File: src/rtl/uart_cmd_bridge_if.sv
// uart_cmd_bridge_if: UART byte handshake plus the request/acknowledge memory bus.
// master is the bridge side; slave is the UART wrapper / memory side.
interface uart_cmd_bridge_if #(parameter int ADDR_W = 16);
    logic [7:0]        rx_data;
    logic              rx_flag;
    logic              rx_ack;
    logic [7:0]        tx_data;
    logic              tx_flag;
    logic              tx_wr;
    logic [ADDR_W-1:0] mem_addr;
    logic [7:0]        mem_wdata;
    logic              mem_we;
    logic              mem_req;
    logic [7:0]        mem_rdata;
    logic              mem_ack;
    modport master (
        input  rx_data, rx_flag, tx_flag, mem_rdata, mem_ack,
        output rx_ack, tx_data, tx_wr, mem_addr, mem_wdata, mem_we, mem_req
    );
    modport slave (
        output rx_data, rx_flag, tx_flag, mem_rdata, mem_ack,
        input  rx_ack, tx_data, tx_wr, mem_addr, mem_wdata, mem_we, mem_req
    );
endinterface

File: src/rtl/uart_cmd_bridge.sv
// uart_cmd_bridge: parses 'W' AH AL D / 'R' AH AL commands from the UART, runs one
// memory bus transaction and answers with one byte ('K', read data or '?').
module uart_cmd_bridge #(
    parameter int ADDR_W  = 16,
    parameter int TIMEOUT = 5000000
) (
    input logic clk,
    input logic reset,
    uart_cmd_bridge_if.master bus
);
    localparam int CW = $clog2(TIMEOUT + 1);
    typedef enum logic [2:0] {IDLE, ADDR_HI, ADDR_LO, DATA, BUS, TX_REQ, TX_WAIT} state_t;
    state_t            state_q;
    logic              is_wr_q, rx_ack_q, tx_wr_q, mem_req_q, mem_we_q;
    logic [7:0]        ah_q, tx_data_q, mem_wdata_q;
    logic [ADDR_W-1:0] mem_addr_q;
    logic [CW-1:0]     cnt_q;
    logic              take, done, tmo, in_cmd;
    logic [15:0]       addr_full;
    // rx_ack_q blocks the cycle right after an ack, when rx_flag is still settling low
    assign take      = (state_q inside {IDLE, ADDR_HI, ADDR_LO, DATA}) && bus.rx_flag && !rx_ack_q;
    assign in_cmd    = state_q inside {ADDR_HI, ADDR_LO, DATA};
    assign done      = mem_req_q && bus.mem_ack;
    assign tmo       = cnt_q == CW'(TIMEOUT - 1);
    assign addr_full = {ah_q, bus.rx_data};
    always_ff @(posedge clk) begin
        if (reset) begin
            state_q     <= IDLE;
            is_wr_q     <= 1'b0;
            rx_ack_q    <= 1'b0;
            tx_wr_q     <= 1'b0;
            mem_req_q   <= 1'b0;
            mem_we_q    <= 1'b0;
            ah_q        <= '0;
            tx_data_q   <= '0;
            mem_wdata_q <= '0;
            mem_addr_q  <= '0;
            cnt_q       <= '0;
        end else begin
            rx_ack_q <= take;
            tx_wr_q  <= 1'b0;
            cnt_q    <= (take || !in_cmd) ? '0 : cnt_q + 1'b1;
            case (state_q)
                IDLE: if (take) begin
                    if (bus.rx_data == 8'h57 || bus.rx_data == 8'h52) begin
                        is_wr_q <= bus.rx_data == 8'h57;
                        state_q <= ADDR_HI;
                    end else begin
                        tx_data_q <= 8'h3F;
                        state_q   <= TX_REQ;
                    end
                end
                ADDR_HI: if (take) begin
                    ah_q    <= bus.rx_data;
                    state_q <= ADDR_LO;
                end else if (tmo) state_q <= IDLE;
                ADDR_LO: if (take) begin
                    mem_addr_q <= addr_full[ADDR_W-1:0];
                    state_q    <= is_wr_q ? DATA : BUS;
                end else if (tmo) state_q <= IDLE;
                DATA: if (take) begin
                    mem_wdata_q <= bus.rx_data;
                    state_q     <= BUS;
                end else if (tmo) state_q <= IDLE;
                BUS: if (done) begin
                    mem_req_q <= 1'b0;
                    mem_we_q  <= 1'b0;
                    tx_data_q <= mem_we_q ? 8'h4B : bus.mem_rdata;
                    tx_wr_q   <= bus.tx_flag;
                    state_q   <= bus.tx_flag ? TX_WAIT : TX_REQ;
                end else begin
                    mem_req_q <= 1'b1;
                    mem_we_q  <= is_wr_q;
                end
                TX_REQ: if (bus.tx_flag) begin
                    tx_wr_q <= 1'b1;
                    state_q <= TX_WAIT;
                end
                TX_WAIT: if (!tx_wr_q && bus.tx_flag) state_q <= IDLE;
                default: state_q <= IDLE;
            endcase
        end
    end
    assign bus.rx_ack    = rx_ack_q;
    assign bus.tx_data   = tx_data_q;
    assign bus.tx_wr     = tx_wr_q;
    assign bus.mem_addr  = mem_addr_q;
    assign bus.mem_wdata = mem_wdata_q;
    assign bus.mem_we    = mem_we_q;
    assign bus.mem_req   = mem_req_q;
endmodule

File: src/flat_wrapper.sv
// flat-port wrapper written by rule: the top's interface ports become plain ports
module uart_cmd_bridge_flat 
#(
    parameter int ADDR_W  = 16,
    parameter int TIMEOUT = 5000000
)
  (clk, reset, bus_rx_data, bus_rx_flag, bus_tx_flag, bus_mem_rdata, bus_mem_ack, bus_rx_ack, bus_tx_data, bus_tx_wr, bus_mem_addr, bus_mem_wdata, bus_mem_we, bus_mem_req);
  uart_cmd_bridge_if #(.ADDR_W(ADDR_W)) bus_i ();
  input logic clk;
  input logic reset;
  input wire logic [$bits(bus_i.rx_data)-1:0] bus_rx_data;
  input wire logic [$bits(bus_i.rx_flag)-1:0] bus_rx_flag;
  input wire logic [$bits(bus_i.tx_flag)-1:0] bus_tx_flag;
  input wire logic [$bits(bus_i.mem_rdata)-1:0] bus_mem_rdata;
  input wire logic [$bits(bus_i.mem_ack)-1:0] bus_mem_ack;
  output wire logic [$bits(bus_i.rx_ack)-1:0] bus_rx_ack;
  output wire logic [$bits(bus_i.tx_data)-1:0] bus_tx_data;
  output wire logic [$bits(bus_i.tx_wr)-1:0] bus_tx_wr;
  output wire logic [$bits(bus_i.mem_addr)-1:0] bus_mem_addr;
  output wire logic [$bits(bus_i.mem_wdata)-1:0] bus_mem_wdata;
  output wire logic [$bits(bus_i.mem_we)-1:0] bus_mem_we;
  output wire logic [$bits(bus_i.mem_req)-1:0] bus_mem_req;
  assign bus_i.rx_data = bus_rx_data;
  assign bus_i.rx_flag = bus_rx_flag;
  assign bus_i.tx_flag = bus_tx_flag;
  assign bus_i.mem_rdata = bus_mem_rdata;
  assign bus_i.mem_ack = bus_mem_ack;
  assign bus_rx_ack = bus_i.rx_ack;
  assign bus_tx_data = bus_i.tx_data;
  assign bus_tx_wr = bus_i.tx_wr;
  assign bus_mem_addr = bus_i.mem_addr;
  assign bus_mem_wdata = bus_i.mem_wdata;
  assign bus_mem_we = bus_i.mem_we;
  assign bus_mem_req = bus_i.mem_req;
  uart_cmd_bridge #(.ADDR_W(ADDR_W), .TIMEOUT(TIMEOUT)) u_core (.clk(clk), .reset(reset), .bus(bus_i));
endmodule
File: config.mk
export PLATFORM = sky130hd
export DESIGN_NAME = uart_cmd_bridge_flat
export DESIGN_NICKNAME = d
export VERILOG_FILES = /design/src/rtl/uart_cmd_bridge_if.sv /design/src/rtl/uart_cmd_bridge.sv /design/src/flat_wrapper.sv
export SDC_FILE = /design/constraint.sdc
export NUM_CORES = 1
export LEC_CHECK = 0
export CORE_ASPECT_RATIO = 2
export CORE_MARGIN = 5
export CORE_UTILIZATION = 51
export DETAILED_ROUTE_END_ITERATION = 10
export GPL_ROUTABILITY_DRIVEN = 1
export PLACE_DENSITY = 0.88
export SETUP_SLACK_MARGIN = 0.5
export SLEW_MARGIN = 40
export SYNTH_ARGS = -nofsm -noshare
export SYNTH_HDL_FRONTEND = slang
export SYNTH_SLANG_ARGS = --single-unit
File: constraint.sdc
create_clock -name clk -period 2.29 [get_ports clk]
set_clock_uncertainty 0.15 [all_clocks]
set_input_delay 0.3435 -clock clk [delete_from_list [all_inputs] [get_ports clk]]
set_output_delay 0.3435 -clock clk [all_outputs]
set_load 0.01 [all_outputs]
======== Word level (Yosys, flattened, before mapping) ========
Index checks and enable logic that the tools add are counted.
storage, ports and cells
  output and inout bits ................... 36
  bits in writable memories ............... 0
  register bits ........................... 71
  word-level logic and storage cells ...... 68
  input port bits ......................... 21
  memory bits (read-only) ................. 0
  bits in latches ......................... 0
  memories ................................ 0
cells by class
  $lt $le $gt $ge ......................... 0
  multipliers ............................. 0
  equal/unequal tests ..................... 14
  bitwise logic cells ..................... 0
  $add $sub $neg .......................... 1
  shift-type cells ........................ 0
  reductions and logical operators ........ 20
  div/mod/pow operators ................... 0
  muxes and demuxes ....................... 22
operators with widths
  kind                     number
  $mux W8                  4
  $mux W3                  10
  $add A23 B1 Y23 const B  1
  $eq A23 B23 Y1 const B   1
  $pmux W3 S7              1
  $eq A8 B7 Y1 const B     2
  $pmux W8 S2              1
  $eq A3 B3 Y1 const B     3
  $reduce_and A4 Y1        2
  $eq A3 B2 Y1 const B     2
  $ne A2 B1 Y1 const B     3
  $reduce_and A2 Y1        3
  $logic_and A1 B1 Y1      4
  $mux W1                  4
  $ne A2 B2 Y1 const B     2
  $reduce_bool A4 Y1       1
  $eq A3 B1 Y1 const B     1
  $logic_not A1 Y1         3
  $logic_not A3 Y1         1
  $reduce_and A3 Y1        1
  $reduce_bool A3 Y1       1
  $logic_or A1 B1 Y1       2
  $mux W2                  1
  $pmux W1 S2              1
  other kinds (2)          2

======== Logic depth before layout (Yosys ltp) ========
Gate-level depths: netlist of the first run.
  depth in word-level cells ............... 6
  gate-level depth with buffers ........... 7
  mapped depth without buffers ............ 6

======== Worst setup path before layout of the first run ========
OpenSTA, ideal clock, no wires.
  path kind ............................... register to register
  start ................................... register u_core.cnt_q[0]
  end ..................................... register u_core.state_q[1]
  stages on the path, launching flop included .. 7
  library setup time ...................... 0.130 ns
  required time ........................... 2.010 ns
  arrival ................................. 1.358 ns
  slack ................................... 0.652 ns
  cells stage by stage .................... dfxtp_1 > ha_1 > nand2_1 > nor4_2 > a2111oi_0 > a221oi_1 > o22ai_1
on the way
  word-level cells in the longest chain between the ends .. 4
  elaborated cells between the ends (all ways) .. 6
  classes of those cells .................. 1 x eq/ne; 5 x mux
ends and longest elaborated chain
  item                        line                   RTL
  from (decl)                 uart_cmd_bridge.sv:17  logic [CW-1:0] cnt_q;
  from (signal assigned)      uart_cmd_bridge.sv:42  cnt_q <= (take || !in_cmd) ? '0 : cnt_q + 1'b1;
  $eq A23 B23 Y1 (*)          uart_cmd_bridge.sv:24  assign tmo = cnt_q == CW'(TIMEOUT - 1);
  $mux W3 (*)                 --
  $mux W3 (on tied branches)  --
  $pmux W3 S7 (*)             --
  to (signal assigned)        uart_cmd_bridge.sv:59  state_q <= is_wr_q ? DATA : BUS;
  to (signal assigned)        uart_cmd_bridge.sv:70  state_q <= bus.tx_flag ? TX_WAIT : TX_REQ;
  to (decl)                   uart_cmd_bridge.sv:13  state_t state_q;
Every way passes the cells marked *; elsewhere a longest branch is shown, timed or not.
A chain may end at the register's enable or synchronous reset.

======== Final worst setup path of the first run ========
  start ................................... register u_core.rx_ack_q, in the netlist u_core.bus.rx_ack
  end ..................................... output port bus_rx_ack
RTL lines
  item                    line                   RTL
  from (decl)             uart_cmd_bridge.sv:14  logic is_wr_q, rx_ack_q, tx_wr_q, mem_req_q, mem_we_q;
  from (signal assigned)  uart_cmd_bridge.sv:40  rx_ack_q <= take;
  to (decl)               flat_wrapper.sv:16     output wire logic [$bits(bus_i.rx_ack)-1:0] bus_rx_ack;
No word-level cell between the ends.

==> run_results.csv, run 1 <==
group,metric,value,unit
synth,synth_area_per_cell,8.95,um2
worst_setup_path,critical-path-top-delay-family,"buffers and inverters",
floorplan,die_area,7670,um2
cells_and_area,multi_input_comb_area,1600,um2
pwr,power.density,862,nW/um2
detailed_routing,routed_wl,7560,um
worst_setup_path,end_kind,"output port",
global_routing,gr-total-overflow,0,
clock_network,clk-insertion-delay-late,0.33,ns
synth,syn_area,3030,um2
clock_network,cts_sinks,71,
pwr,p_leak,1.59,nW
worst_hold_path,hold_class,"in -> reg",
synth,syn_nets,360,
synth,synth-warning-count,0,
global_routing,antenna_found_initial,0,
sta,min_period,1.75,ns
floorplan,start_util,52.5,%
synth,ys_seq_area_share,47.0,%
floorplan,placeableCoreArea,5760,um2
floorplan,die_w,64.5,um
worst_setup_path,path_buf_inv,1,
detailed_routing,routedWlPerCell,16.1,um
worst_setup_path,arrival,1.25,ns
place,gp_congestion,0.857,
sta,drv_slew,0,
synth,synth_area_leader_cell,"dfxtp_1",
cells_and_area,syn2layout_area_growth,35.9,%
worst_setup_path,cp_slowest_cell,"clkdlybuf4s50_1",
sta,finalSetupTns,0,ns
synth,ys.flop_type,"dfxtp_1",
clock_network,root_buffer,"clkbuf_16",
sta,slew_headroom,69.7,%
synth,synthCells,338,
synth,synth_area_leaders,"dfxtp_1, nor2_1, nand2_1",
sta,post-route-period-util,76.2,%
outcome,run_status,"finished, final reports clean",
run,drv_cap,0,
detailed_routing,via_per_inst,5.70,
global_routing,grtUsageMet2,36.4,%
cells_and_area,seq_area,1440,um2
sta,hold_violations,0,
detailed_routing,drt-pass1-iter-count,5,
worst_setup_path,crit_chain,"clkdlybuf4s50_1",
clock_network,clk_pin_slew,0.05,ns
synth,synth_top_cell_area_share,47.0,%
pwr,peakVddDrop,0.714,mV
worst_setup_path,start_kind,"flop",
floorplan,die_y,119,um
place,port_buffers,56,
cells_and_area,drive_gt1_share,16.5,%
cells_and_area,antenna_cells,0,
cells_and_area,final_nets,425,
clock_network,numCtsBuffers,9,
global_routing,grt.busiest_layer,"met2",
detailed_routing,drtIter0Drc,240,
place,dpl_cell_area,3630,um2
place,dpl.hpwl,4890,um
detailed_routing,ant_nets,0,
worst_setup_path,worst-setup-path-type,"reg -> out",
worst_setup_path,r2r_slack,0.54,ns
synth,synthDistinctLibCells,50,
floorplan,io_pins,57,
sta,rsz0062_at_grt,"no",
sta,setup_viol_count_final,0,
sta,holdWs,0.225,ns
worst_setup_path,crit_fanout,3,
synth,yosysMostFrequentCell,"dfxtp_1",
sta,worst_pin_slew,0.451,ns
global_routing,grt_pass1_wl,12000,um
worst_setup_path,cp.required,1.80,ns
cells_and_area,fin_area,4110,um2
synth,synth_seq_cells,71,
clock_network,cts_tree,"yes",
sta,fmax,573,MHz
detailed_routing,dr_total_vias,2668,
global_routing,grt_pass1_vias,2686,
cells_and_area,num-fill-cells,394,
global_routing,grtUsageMet1,19.2,%
clock_network,clock_path_buffers,2,
synth,async_reset_ff_share,0,%
synth,synth_top_cells_by_count,"dfxtp_1, nor2_1, nand2_1",
global_routing,use_met3,5.65,%
detailed_routing,drc_errors,0,
floorplan,row_count,39,
global_routing,grt_max_degree,35,
synth,synth_edf_count,0,
worst_setup_path,critical_path.max_stage_delay,0.55,ns
global_routing,grt_usage,19.8,%
clock_network,cts_max_level,3,
==> cells in the final DEF, fill, tap and decap left out, types with 7 or more instances in the layout <==
master           instances
nand2_1                 49
dfxtp_1                 58
buf_4                   11
dlymetal6s2s_1           7
nand3_1                  9
dfxtp_2                 11
xor2_1                  15
nor2_1                  52
mux2i_1                 17
clkdlybuf4s50_1         49
clkbuf_16                9
a21oi_1                 25
==> power by group <==
part	switching [W]	internal, W	leakage [nW]	total (W)
clock network	0.000487	0.000889	0.151	0.00138
logic	0.000366	0.000337	0.856	0.000703
registers	0.000127	0.00134	0.581	0.00146
==> layer usage <==
layer  routed length [um]  share of wire, %  vias up
met2                 4310                57       85
met1                 2640                35     1269
met4                  267               3.5        0
li1                     -                 -     1287
met3                  341               4.5       27
met5                    0                 0        -
==> repair_timing <==
action | CTS | global route
cloned | 0 | 1
gates resized for setup | 5 | 35
endpoints found under the setup margin | 5 | 50
hold buffers | 0 | 0
setup buffers | 2 | 4
pin swaps | 2 | 9
==> state kept, by name, summed over array words and instances, names as in the netlist <==
signal and cells:
u_core.bus.mem_wdata 8, u_core.is_wr_q 1, u_core.bus.mem_addr 16, u_core.bus.tx_wr 1
u_core.bus.mem_req 1, u_core.ah_q 8, u_core.bus.tx_data 8, u_core.bus.mem_we 1
u_core.bus.rx_ack 1, u_core.state_q 3, u_core.cnt_q 23
==> cell type report <==
| cell class | instances | share of cell area [%] |
|---|---|---|
| multi-input combinational | 249 | 38.8 |
| timing repair buffer | 69 | 16.7 |
| sequential | 71 | 35.1 |
| clock inverter | 4 | 1.10 |
| clock buffer | 11 | 6.15 |
| inverter | 3 | 0.274 |
| tap | 61 | 1.86 |
==> logic make-up after synthesis <==
kind of cell    share of synthesized area, %
simple gates                            29.3
buf+inv                                 3.06
flops                                   47.0
xor+xnor                                6.08
fa+ha+maj                              0.413
mux                                     5.62
compound gates                          8.52
==> worst paths after layout <==
check | from | to | depth (start not counted)
worst max register to register | u_core.cnt_q[10] | u_core.cnt_q[19] | 6
worst min register to register | u_core.cnt_q[0] | u_core.cnt_q[0] | 1
worst max-delay path | u_core.bus.rx_ack | bus_rx_ack | 1
worst min-delay path | bus_rx_data[7] | u_core.bus.mem_addr[7] | 3
==> per-stage QoR <==
step | instances | setup slack [ns] | total power, W | utilization [%]
floorplan | 338 | 0.652 | 0.00188 | -
global placement | 446 | 0.207 | 0.00209 | 63.1
detailed placement | 446 | 0.165 | 0.00211 | 63.1
CTS | 463 | 0.493 | 0.00349 | 68.7
global route | 468 | 0.418 | 0.00369 | 71.4
finish | 468 | 0.545 | 0.00354 | 71.4
Power figures use the tool's default switching activity.
==> run 2: changes to the inputs <==
==> constraint.sdc (replaced) <==
create_clock -name clk -period 1.7 [get_ports clk]
set_clock_uncertainty 0.15 [all_clocks]
set_input_delay 0.255 -clock clk [delete_from_list [all_inputs] [get_ports clk]]
set_output_delay 0.255 -clock clk [all_outputs]
set_load 0.01 [all_outputs]
==> run_results.csv, run 2 (synthesis results as in run 1) <==
group,metric,value,unit
place,port_buffers,56,
pwr,power.density,1160,nW/um2
cells_and_area,final_util,95.0,%
floorplan,row_count,39,
cells_and_area,final_nets,490,
place,dpl.hpwl,5740,um
detailed_routing,dr_total_vias,3704,
floorplan,placeableCoreArea,5760,um2
global_routing,grt_pass1_vias,3484,
cells_and_area,drive_gt1_share,60.8,%
worst_setup_path,rr_startpoint,"u_core.cnt_q[10]",
sta,holdWs,0.264,ns
cells_and_area,layout_common_cells,"buf_4, buf_6, dfxtp_2",
sta,slew_headroom,63.0,%
clock_network,clk_pin_slew,0.06,ns
pwr,switchingPower,0.00212,W
detailed_routing,drt-pass1-iter-count,7,
place,place_inst,471,
cells_and_area,fin_area,5470,um2
pwr,p_leak,2.26,nW
clock_network,cts_max_level,3,
detailed_routing,via_per_inst,6.95,
worst_hold_path,hold_class,"in -> reg",
cells_and_area,syn2layout_area_growth,80.8,%
cells_and_area,layout_commonest_cell,"buf_4",
pwr,p_comb_share,33.9,%
cells_and_area,regMostFlops,"u_core.cnt_q",
sta,setup_viol_count_final,29,
pwr,power_frac_seq,31.8,%
pwr,peakVddDrop,0.990,mV
worst_hold_path,hp-start,"bus_mem_ack",
clock_network,clock_path_buffers,2,
floorplan,io_pins,57,
worst_setup_path,start_kind,"flop",
detailed_routing,drtIter0Drc,390,
detailed_routing,drc_errors,0,
detailed_routing,wl_met2,8500,um
clock_network,numCtsBuffers,9,
sta,fin_ws,-0.111,ns
cells_and_area,antenna_cells,0,
floorplan,die_w,64.5,um
detailed_routing,routed_wl,17100,um
global_routing,grt_usage,32.6,%
detailed_routing,routedWlPerCell,32.0,um
outcome,violations,"setup timing",
worst_setup_path,crit_fanout,5,
sta,post-route-period-util,107,%
worst_setup_path,arrival,1.89,ns
sta,fmax,552,MHz
outcome,run_status,"finished with violations",
sta,min_period,1.81,ns
sta,worst_pin_slew,0.549,ns
clock_network,cts_sinks,71,
global_routing,antenna_found_initial,0,
clock_network,cts_hold_buf,0,
worst_setup_path,worst-setup-path-type,"reg -> reg",
worst_setup_path,end_kind,"flop",
floorplan,die_area,7670,um2
place,dpl_cell_area,3950,um2
sta,rsz0062_at_grt,"yes",
detailed_routing,wl_met3,1620,um
pwr,power.internal,0.00420,W
sta,drv_slew,0,
cells_and_area,finalNonFillerCells,533,
pwr,switching_share,33.6,%
global_routing,grt_max_degree,20,
worst_setup_path,cp.required,1.78,ns
pwr,clkPwrFrac,34.3,%
clock_network,cts_tree,"yes",
clock_network,clk-insertion-delay-late,0.35,ns
run,drv_cap,0,
floorplan,die_y,119,um
sta,hold_violations,0,
global_routing,grt_pass1_wl,18900,um
floorplan,start_util,52.5,%
detailed_routing,met1_length,5080,um
detailed_routing,ant_nets,0,
pwr,fin_total_pwr,0.00632,W
place,gp_congestion,0.885,
cells_and_area,largest_reg_flops,23,
detailed_routing,dr.max_layer_used,"met4",
global_routing,gr-total-overflow,0,
clock_network,root_buffer,"clkbuf_16",
worst_setup_path,crit_start,"u_core.cnt_q[10]",
==> run 2: cell types whose count changed in the layout (fill, tap and decap cells not counted), moves of 9 or more <==
cell	delta
a21oi_1	-14
a21oi_2	+13
buf_4	+46
buf_6	+42
clkdlybuf4s50_1	-39
dfxtp_1	-39
dfxtp_2	+26
dfxtp_4	+13
dlygate4sd2_1	+9
nand2_1	-16
nand2_4	+12
nor2_1	-20
nor2_4	+15
==> run 2: final timing paths <==
kind / end / slack [ns] / depth (start not counted)
setup / recovery: u_core.cnt_q[18] / -0.11 / 5
hold / removal: u_core.bus.tx_wr / 0.26 / 3
setup reg to reg: u_core.cnt_q[18] / -0.11 / 5
hold reg to reg: u_core.cnt_q[0] / 0.33 / 1
==> run 2: area by class of cell <==
cell class,instances,area (um2)
tap,61,76.3
fill,136,289
timing repair buffer,134,1380
sequential,71,1520
multi-input combinational,249,2140
inverter,3,11.3
clock inverter,1,30.0
clock buffer,14,307
==> run 2: metal layers <==
layer	up-vias	track usage (%)
met5	-	0
met4	0	22.9
met3	177	6.78
met2	362	59.1
met1	1739	31.8
li1	1426	-
==> run 2: power by group through the flow <==
stage / registers [W] / logic (W) / clock network (W)
2_1_floorplan: 0.00193 / 0.000652 / 0
3_3_place_gp: 0.00193 / 0.00105 / 0
3_5_place_dp: 0.00194 / 0.00108 / 0
4_1_cts: 0.00194 / 0.00149 / 0.00207
5_1_grt: 0.00201 / 0.00220 / 0.00221
6_report: 0.00201 / 0.00214 / 0.00217
==> run 2: stage by stage <==
stage / worst slack, ns / TNS (ns)
2_1_floorplan: 0.204 / 0
3_3_place_gp: -0.252 / -11.60
3_5_place_dp: -0.315 / -14.06
4_1_cts: 0.0748 / 0
5_1_grt: -0.476 / -3.53
6_report: -0.111 / -1.33
==> run 2: what timing repair did <==
action / in CTS / in global routing
hold endpoints to repair: 0 / 0
gates resized for setup: 286 / 100
cloned: 6 / 1
setup buffers: 23 / 17
endpoints found under the setup margin: 106 / 104
pin swaps: 48 / 21
==> run 2: worst max-delay path, cell delays in order (launching register included) <==
cell     delay [ns]
dfxtp_4        0.40
nand4_4        0.17
nor4_4         0.42
nand2_1        0.19
xor2_1         0.27
nor2_1         0.09
==> run 3: changes to the inputs <==
--- a/config.mk
+++ b/config.mk
@@ -5,12 +5,14 @@
 export SDC_FILE = /design/constraint.sdc
 export NUM_CORES = 1
 export LEC_CHECK = 0
+export CELL_PAD_IN_SITES_DETAIL_PLACEMENT = 1
+export CELL_PAD_IN_SITES_GLOBAL_PLACEMENT = 1
 export CORE_ASPECT_RATIO = 2
 export CORE_MARGIN = 5
-export CORE_UTILIZATION = 51
+export CORE_UTILIZATION = 39
 export DETAILED_ROUTE_END_ITERATION = 10
 export GPL_ROUTABILITY_DRIVEN = 1
-export PLACE_DENSITY = 0.88
+export PLACE_DENSITY = 0.89
 export SETUP_SLACK_MARGIN = 0.5
 export SLEW_MARGIN = 40
 export SYNTH_ARGS = -nofsm -noshare
==> run_results.csv, run 3 (synthesis results as in run 1) <==
group,metric,value,unit
cells_and_area,drive_gt1_share,63.0,%
cells_and_area,multi_input_comb_area,2150,um2
global_routing,grt_pass1_wl,20200,um
sta,slew_headroom,72.4,%
worst_setup_path,worst-setup-path-type,"reg -> reg",
place,gp_congestion,0.836,
global_routing,grt_max_degree,38,
cells_and_area,layout_common_cells,"buf_4, buf_6, dfxtp_2",
worst_hold_path,hold_class,"in -> reg",
detailed_routing,drtIter0Drc,253,
sta,hold_violations,0,
detailed_routing,dr_total_vias,3500,
sta,setup_viol_count_final,6,
clock_network,clk-insertion-delay-late,0.35,ns
clock_network,clock_path_buffers,2,
sta,fmax,565,MHz
pwr,p_leak,2.35,nW
floorplan,die_y,135,um
cells_and_area,largest_reg_flops,23,
cells_and_area,seq_area,1520,um2
worst_setup_path,crit_fanout,4,
sta,min_period,1.77,ns
clock_network,clk_pin_slew,0.07,ns
floorplan,die_w,72.3,um
detailed_routing,routedWlPerCell,29.4,um
place,port_buffers,56,
sta,fin_ws,-0.0710,ns
outcome,violations,"setup timing",
cells_and_area,layout_commonest_cell,"buf_4",
clock_network,cts_hold_buf,0,
place,place_inst,506,
floorplan,row_count,45,
sta,holdWs,0.311,ns
worst_setup_path,cp.required,1.78,ns
detailed_routing,routed_wl,17100,um
floorplan,start_util,39.8,%
pwr,peakVddDrop,1.09,mV
detailed_routing,via_per_inst,6.03,
worst_setup_path,critical-path-top-delay-family,"simple AND/OR/NAND/NOR gates",
pwr,fin_total_pwr,0.00638,W
place,dpl.hpwl,6710,um
clock_network,cts_max_level,3,
global_routing,gr-total-overflow,0,
clock_network,root_buffer,"clkbuf_16",
worst_setup_path,path_buf_inv,1,
worst_setup_path,start_kind,"flop",
floorplan,io_pins,57,
cells_and_area,final_nets,503,
floorplan,placeableCoreArea,7600,um2
sta,drv_slew,0,
outcome,run_status,"finished with violations",
worst_setup_path,crit_chain,"ha_4 > nand2_8 > buf_4 > nor2_1 > nand3_1 > xor2_1 > nor2_2",
cells_and_area,regMostFlops,"u_core.cnt_q",
worst_setup_path,arrival,1.85,ns
global_routing,grt_pass1_vias,3514,
worst_setup_path,end_kind,"flop",
pwr,power.density,1130,nW/um2
worst_setup_path,critical_path.max_stage_delay,0.35,ns
global_routing,antenna_found_initial,0,
run,drv_cap,0,
detailed_routing,drc_errors,0,
cells_and_area,antenna_cells,0,
sta,rsz0062_at_grt,"yes",
clock_network,cts_sinks,71,
floorplan,die_area,9730,um2
detailed_routing,ant_nets,0,
cells_and_area,finalNonFillerCells,580,
cells_and_area,syn2layout_area_growth,86.5,%
global_routing,grt_usage,28.0,%
clock_network,numCtsBuffers,9,
sta,worst_pin_slew,0.411,ns
worst_setup_path,cp_slowest_cell,"dfxtp_2",
cells_and_area,num-fill-cells,727,
clock_network,cts_tree,"yes",
sta,post-route-period-util,104,%
detailed_routing,drt-pass1-iter-count,5,
-- run 3: cell type report --
type                            count  area share, %
Multi-Input combinational cell    249           38.2
Clock inverter                      6           1.29
Clock buffer                       10           4.44
Inverter                            3          0.200
Sequential cell                    71           27.0
Timing Repair Buffer              147           26.9
Tap cell                           94           2.08
-- run 3: worst paths after layout --
check                                startpoint                 endpoint  slack (ns)  cells past startpoint
worst max-delay path            u_core.cnt_q[1]         u_core.cnt_q[12]       -0.07                      7
worst min-delay path             bus_rx_data[6]   u_core.bus.mem_addr[6]        0.31                      4
worst max register to register  u_core.cnt_q[1]         u_core.cnt_q[12]       -0.07                      7
worst min register to register   u_core.ah_q[3]  u_core.bus.mem_addr[11]        0.35                      2
-- run 3: metal layers --
metal | wire (um) | global-route usage (%) | vias up | part of all wire [%]
li1 | - | - | 1456 | -
met1 | 5750 | 26.3 | 1750 | 34
met2 | 9440 | 55.1 | 196 | 55
met3 | 823 | 4.84 | 98 | 4.8
met4 | 1060 | 13.6 | 0 | 6.2
met5 | 0 | 0 | - | 0
-- run 3: metrics by stage --
step           TNS (ns)  area (um2)  setup WS (ns)  utilization, %
6_report         -0.242        5640        -0.0710            74.2
3_3_place_gp     -12.72        4000         -0.276            52.7
4_1_cts               0        5030         0.0151            66.2
5_1_grt          -0.853        5640         -0.149            74.2
2_1_floorplan         0        3120          0.204               -
3_5_place_dp     -14.77        4000         -0.398            52.7
-- run 3: where the power goes --
group	leakage [nW]	internal [W]	total, W	switching (W)
Clock	0.155	0.00124	0.00209	0.000850
Combinational	1.60	0.00111	0.00231	0.00120
Sequential	0.603	0.00181	0.00198	0.000170
Total	2.35	0.00416	0.00638	0.00222
-- run 3: worst register-to-register path: stages, from the launching register on --
cell     delay (ns)
dfxtp_2        0.35
ha_4           0.18
nand2_8        0.07
buf_4          0.14
nor2_1         0.20
nand3_1        0.23
xor2_1         0.26
nor2_2         0.06
-- run 3: repair_timing --
item	CTS	global route
gates resized for setup	313	83
gates cloned	6	1
endpoints found under the setup margin	106	106
pin swaps	52	47
buffers inserted	21	30
